$ cat src/rtl/plab4_net_router_input_term_tdm_queue_pkg.sv
// Shared encodings for the terminal-injection TDM queue: domain tags and slot-scheduler states.
package plab4_net_router_input_term_tdm_queue_pkg;

  localparam logic DOM0 = 1'b0;
  localparam logic DOM1 = 1'b1;

  // Bit 1 is the owning domain, bit 0 marks the guard window.
  typedef enum logic [1:0] {
    DOM0_OPEN  = 2'b00,
    DOM0_GUARD = 2'b01,
    DOM1_OPEN  = 2'b10,
    DOM1_GUARD = 2'b11
  } slot_state_e;

  function automatic logic state_domain(input slot_state_e s);
    return s[1];
  endfunction

  function automatic logic state_open(input slot_state_e s);
    return !s[0];
  endfunction

endpackage

$ cat src/rtl/plab4_net_router_input_term_tdm_queue_domain_fifo.sv
// Single-domain circular FIFO with occupancy count; no bypass and no full-with-pop enqueue.
module plab4_net_domain_fifo
  import plab4_net_router_input_term_tdm_queue_pkg::*;
#(
  parameter  int p_depth     = 4,
  parameter  int p_width     = 44,
  localparam int c_cnt_nbits = $clog2(p_depth + 1)
) (
  input  logic                   clk,
  input  logic                   reset_n,
  input  logic [p_width-1:0]     enq_msg,
  input  logic                   enq_val,
  output logic                   enq_rdy,
  input  logic                   deq_en,
  output logic [p_width-1:0]     deq_msg,
  output logic                   deq_val,
  output logic [c_cnt_nbits-1:0] count
);

  localparam int c_ptr_nbits = (p_depth > 1) ? $clog2(p_depth) : 1;

  logic [p_width-1:0]     mem [p_depth];
  logic [c_ptr_nbits-1:0] wr_ptr;
  logic [c_ptr_nbits-1:0] rd_ptr;
  logic                   do_enq;
  logic                   do_deq;

  function automatic logic [c_ptr_nbits-1:0] next_ptr(input logic [c_ptr_nbits-1:0] p);
    return (p == c_ptr_nbits'(p_depth - 1)) ? '0 : p + c_ptr_nbits'(1);
  endfunction

  assign enq_rdy = (count != c_cnt_nbits'(p_depth));
  assign deq_val = (count != '0);
  assign do_enq  = enq_val && enq_rdy;
  assign do_deq  = deq_en && deq_val;
  assign deq_msg = mem[rd_ptr];

  always_ff @(posedge clk or negedge reset_n) begin
    if (!reset_n) begin
      wr_ptr <= '0;
      rd_ptr <= '0;
      count  <= '0;
    end else begin
      if (do_enq) wr_ptr <= next_ptr(wr_ptr);
      if (do_deq) rd_ptr <= next_ptr(rd_ptr);
      if (do_enq && !do_deq)      count <= count + c_cnt_nbits'(1);
      else if (do_deq && !do_enq) count <= count - c_cnt_nbits'(1);
    end
  end

  // Storage needs no reset: the read side is qualified by count.
  always_ff @(posedge clk) begin
    if (do_enq) mem[wr_ptr] <= enq_msg;
  end

endmodule

$ cat src/rtl/plab4_net_router_input_term_tdm_queue.sv
// Per-domain input queues plus fixed round-robin slot scheduler for terminal injection.
// Optional guard window at slot end enabled by defining PLAB4_NET_TDM_GUARD_EN.
module plab4_net_router_input_term_tdm_queue
  import plab4_net_router_input_term_tdm_queue_pkg::*;
#(
  parameter  int p_router_id    = 0,
  parameter  int p_num_routers  = 8,
  parameter  int p_msg_nbits    = 44,
  parameter  int p_dest_lsb     = 42,
  parameter  int p_queue_depth  = 4,
  parameter  int p_slot_cycles  = 8,
  parameter  int p_guard_cycles = 2,
  localparam int c_dest_nbits   = $clog2(p_num_routers),
  localparam int c_cnt_nbits    = $clog2(p_queue_depth + 1)
) (
  input  logic                    clk,
  input  logic                    reset_n,
  input  logic [p_msg_nbits-1:0]  in_msg,
  input  logic                    in_domain,
  input  logic                    in_val,
  output logic                    in_rdy,
  output logic [p_msg_nbits-1:0]  out_msg,
  output logic [c_dest_nbits-1:0] out_dest,
  output logic                    out_val,
  input  logic                    out_rdy,
  output logic                    domain0,
  output logic                    domain1,
  output logic [c_cnt_nbits-1:0]  count0,
  output logic [c_cnt_nbits-1:0]  count1
);

  localparam int c_slot_nbits = (p_slot_cycles > 1) ? $clog2(p_slot_cycles) : 1;
  localparam logic [c_slot_nbits-1:0] c_slot_last = c_slot_nbits'(p_slot_cycles - 1);

  if (p_queue_depth < 2 || p_slot_cycles < 2 || p_guard_cycles >= p_slot_cycles ||
      p_router_id >= p_num_routers || p_dest_lsb >= p_msg_nbits) begin : g_bad_cfg
    $error("plab4_net_router_input_term_tdm_queue: invalid parameter set");
  end

  slot_state_e             state;
  slot_state_e             state_next;
  logic [c_slot_nbits-1:0] slot_cnt;
  logic [c_slot_nbits-1:0] slot_next;
  logic                    window_open;
  logic                    active;

  logic                    enq_rdy0, enq_rdy1;
  logic                    deq_val0, deq_val1;
  logic [p_msg_nbits-1:0]  deq_msg0, deq_msg1;
  logic                    pop;

  always_ff @(posedge clk or negedge reset_n) begin
    if (!reset_n) begin
      state    <= DOM0_OPEN;
      slot_cnt <= '0;
    end else begin
      state    <= state_next;
      slot_cnt <= slot_next;
    end
  end

  // Schedule advances every cycle regardless of traffic; empty slots are never skipped.
  always_comb begin
    logic dom_next;
    logic guard_next;
    slot_next  = (slot_cnt == c_slot_last) ? '0 : slot_cnt + c_slot_nbits'(1);
    dom_next   = (slot_cnt == c_slot_last) ? !state_domain(state) : state_domain(state);
    guard_next = 1'b0;
`ifdef PLAB4_NET_TDM_GUARD_EN
    guard_next = (slot_next >= c_slot_nbits'(p_slot_cycles - p_guard_cycles));
`endif
    state_next = slot_state_e'({dom_next, guard_next});
  end

  always_comb begin
    active      = state_domain(state);
    domain0     = !active;
    domain1     = active;
    window_open = state_open(state);
  end

  assign in_rdy   = (in_domain == DOM1) ? enq_rdy1 : enq_rdy0;
  assign out_val  = window_open && ((active == DOM1) ? deq_val1 : deq_val0);
  assign out_msg  = out_val ? ((active == DOM1) ? deq_msg1 : deq_msg0) : '0;
  // Shift rather than part-select so a dest field overhanging the MSB reads as zero.
  assign out_dest = c_dest_nbits'(out_msg >> p_dest_lsb);
  assign pop      = out_val && out_rdy;

  plab4_net_domain_fifo #(.p_depth(p_queue_depth), .p_width(p_msg_nbits)) fifo0 (
    .clk     (clk),
    .reset_n (reset_n),
    .enq_msg (in_msg),
    .enq_val (in_val && (in_domain == DOM0)),
    .enq_rdy (enq_rdy0),
    .deq_en  (pop && (active == DOM0)),
    .deq_msg (deq_msg0),
    .deq_val (deq_val0),
    .count   (count0)
  );

  plab4_net_domain_fifo #(.p_depth(p_queue_depth), .p_width(p_msg_nbits)) fifo1 (
    .clk     (clk),
    .reset_n (reset_n),
    .enq_msg (in_msg),
    .enq_val (in_val && (in_domain == DOM1)),
    .enq_rdy (enq_rdy1),
    .deq_en  (pop && (active == DOM1)),
    .deq_msg (deq_msg1),
    .deq_val (deq_val1),
    .count   (count1)
  );

endmodule

$ cat config.mk
export PLATFORM = sky130hd
export DESIGN_NAME = plab4_net_router_input_term_tdm_queue
export DESIGN_NICKNAME = d
export VERILOG_FILES = /design/src/rtl/plab4_net_router_input_term_tdm_queue_pkg.sv /design/src/rtl/plab4_net_router_input_term_tdm_queue_domain_fifo.sv /design/src/rtl/plab4_net_router_input_term_tdm_queue.sv
export SDC_FILE = /design/constraint.sdc
export NUM_CORES = 1
export LEC_CHECK = 0
export CELL_PAD_IN_SITES_DETAIL_PLACEMENT = 0
export CELL_PAD_IN_SITES_GLOBAL_PLACEMENT = 1
export CORE_ASPECT_RATIO = 1.2
export CORE_MARGIN = 10
export CORE_UTILIZATION = 40
export CTS_BUF_LIST = sky130_fd_sc_hd__clkbuf_2 sky130_fd_sc_hd__clkbuf_4 sky130_fd_sc_hd__clkbuf_8
export CTS_CLUSTER_SIZE = 24
export DETAILED_ROUTE_END_ITERATION = 8
export HOLD_SLACK_MARGIN = 0.06
export PLACE_DENSITY = 0.63
export SETUP_SLACK_MARGIN = 0.1
export SLEW_MARGIN = 10
export SYNTH_ARGS = -nofsm -noshare
export SYNTH_HDL_FRONTEND = slang
export SYNTH_HIERARCHICAL = 1
export SYNTH_SLANG_ARGS = --single-unit
$ cat constraint.sdc
create_clock -name clk -period 4.75 [get_ports clk]
set_input_delay 1.425 -clock clk [delete_from_list [all_inputs] [get_ports clk]]
set_output_delay 1.425 -clock clk [all_outputs]
set_load 0.1 [all_outputs]
==> results.ini <==
[run_status]
status=finished, final reports clean

[timing]
hold_slack_ns=0.430
drv_slew=0
fmax_ghz=0.239
fin_crit_ns=4.18
skew_ns=0.0279
final.period_utilization=0.880
rsz0062_at_grt=false
finalHoldViolations=0
worst_pin_slew_ns=0.982
setup-violations-final=0
setup_ws_ns=0.569
fin_setup_tns_ns=0
relSlewSlack=0.343

[floorplanning]
core-area_um2=35800
io_pins=106
die_w_um=194
dieArea_um2=44400
die_h_um=229
start_util=0.405
fp-row-count=76

[final_layout]
multi_input_area_um2=3180
area_delta_synth_final_pct=18.4
n_fill_cell=2954
nNetsFinal=898
ff_latch_area_um2=11000
drive_above_1_share=0.306

[global_route]
grt_first_pass_wirelength_um=48300
grt_max_degree=66
antenna_found_initial=3
grt_use_total=0.141
gr-total-overflow=0
grt_pass1_vias=7897

[synth]
synth_xor_xnor_area_share=0.00422
ys_seq_area_frac=0.759
ys_warn_count=6
synthSimpleGateAreaFrac=0.0341
synthTopCellsByCount=edfxtp_1, mux4_2, nand2_1
synth_cell_types=34
yosysTopAreaCell=edfxtp_1
synth.avg_cell_area_um2=21.1
syn_nets=753
synth_top_family_by_area=multiplexers
syn_inst=688
synth-seq-cells=370
async_flop_share=0.0486
ys_top_cells_by_area=edfxtp_1, mux4_2, dfrtp_1
synth_edf_count=352
synth_top_area_share=0.728
synth_compound_area_frac=0.0180
synth_fa_ha_area_frac=0.0148
synthFlopType=edfxtp_1
netlist_area_um2=14500
yosysMostFrequentCell=edfxtp_1
synthMuxAreaShare=0.147

[placed_design]
dp_hpwl_um=18200
gp_congestion=0.700
place_ws_ns=0.852
io_buffers=104

[critical_path]
cp-startpoint=fifo0/rd_ptr[0]$_DFFE_PN0P_
worstRegToRegCells=10
cp-end-kind=output pin
timing.rr.start=fifo0/count[0]$_DFFE_PN0P_
start_kind=register
crit_fanout=24
crit_type=register to output pin
reg2reg_slack_ns=1.67
worstReg2RegEnd=fifo0/count[2]$_DFFE_PN0P_
arrival_ns=2.76
required_ns=3.32
crit_path_end=out_msg[33]

[clock_tree]
postCtsSetupRepairBufs=0
cts.path.max_buffers=3
clk_pin_slew_ns=0.06
cts_resized=0
cts_tree=built
h-tree-depth=2
cts_root_buf=clkbuf_8
clock_latency_ns=0.62
cts_sinks=370
postCtsHoldBufs=0
numCtsBuffers=59

[route]
drc=0
firstDrtPassIters=4
wl_per_cell_um=23.5
route.vias.total=7049
ant_nets=0
drtIter0Drc=399
routed_via_density=5.23
drt_wl_total_um=31700

[min_path]
min_path_type=register to register

[flow_run]
max-cap-violations=0

[worst min-delay path by stage]
stage / endpoint / startpoint / slack, ns / cells after the start
4_1_cts: slot_cnt[0]$_DFF_PN0_ / slot_cnt[0]$_DFF_PN0_ / 0.43 / 1
3_3_place_gp: slot_cnt[0]$_DFF_PN0_ / slot_cnt[0]$_DFF_PN0_ / 0.42 / 1
3_5_place_dp: slot_cnt[0]$_DFF_PN0_ / slot_cnt[0]$_DFF_PN0_ / 0.43 / 1
6_report: slot_cnt[0]$_DFF_PN0_ / slot_cnt[0]$_DFF_PN0_ / 0.43 / 1
5_1_grt: slot_cnt[0]$_DFF_PN0_ / slot_cnt[0]$_DFF_PN0_ / 0.46 / 1
2_1_floorplan: slot_cnt[0]$_DFF_PN0_ / slot_cnt[0]$_DFF_PN0_ / 0.41 / 1
[cell usage in the layout (no fill, tap or decap), types with 2 or more instances in the layout]
cell type        instances
clkdlybuf4s50_1         55
buf_12                   9
dfrtp_4                  3
mux4_2                  82
dfrtp_2                  2
bufinv_16                3
mux4_1                   6
clkbuf_4                16
inv_1                    7
fa_1                     2
clkinv_1                20
mux2_2                   9
nor2_1                   8
clkbuf_8                60
nand2_1                 39
and2_2                   4
o21ai_1                 36
and3_2                   4
buf_4                   61
mux2_4                   2
xnor2_1                  2
dfrtp_1                 13
ha_1                    14
edfxtp_1               352
clkinv_2                 7
a22o_1                   8
nand3_1                 36
and2_1                   3
xor2_1                   5
[through the flow]
stage | cell area, µm² | cells | util
after floorplan | 14500 | 688 | -
after global placement | 16000 | 1240 | 0.447
after detailed placement | 16000 | 1240 | 0.447
after CTS | 17200 | 1348 | 0.479
after global routing | 17200 | 1348 | 0.479
final | 17200 | 1349 | 0.479
[metal layers]
layer  part of all wire  global-route usage
met1               0.41               0.173
met2               0.52               0.244
met3              0.056              0.0386
met4              0.014              0.0335
met5             0.0010                   0
[cells by family after synthesis]
group / Yosys count
AOI/OAI and AO/OA: 45
DFF: 370
adders and majority gates: 16
other: 1
muxes: 99
xor gates and xnor gates: 7
and+or+nand+nor: 102
buffers and inverters: 48
[worst max-delay path, stage by stage (launching register included)]
cell     delay [ns]
dfrtp_4        0.79
buf_12         0.32
mux4_2         0.54
nand2_1        0.07
o21ai_1        0.11
buf_4          0.30
[layout make-up]
| class | instances | area share |
|---|---|---|
| Inverter | 7 | 0.00153 |
| Sequential cell | 370 | 0.642 |
| Timing Repair Buffer | 125 | 0.0692 |
| Clock buffer | 76 | 0.0550 |
| Clock inverter | 32 | 0.0132 |
| Multi-Input combinational cell | 270 | 0.185 |
| Tap cell | 468 | 0.0341 |
| Antenna cell | 1 | 0.000146 |
[registers in the layout, indices dropped and copies added, names as in the netlist]
name and cells:
fifo0/rd_ptr 2, state 1, fifo0/mem 176, fifo1/count 3
fifo0/wr_ptr 2, fifo1/mem 176, fifo0/count 3, fifo1/wr_ptr 2
fifo1/rd_ptr 2, slot_cnt 3
Power is not shown: default switching activity piles up to over one toggle a cycle in this logic, so the estimate is an artifact.
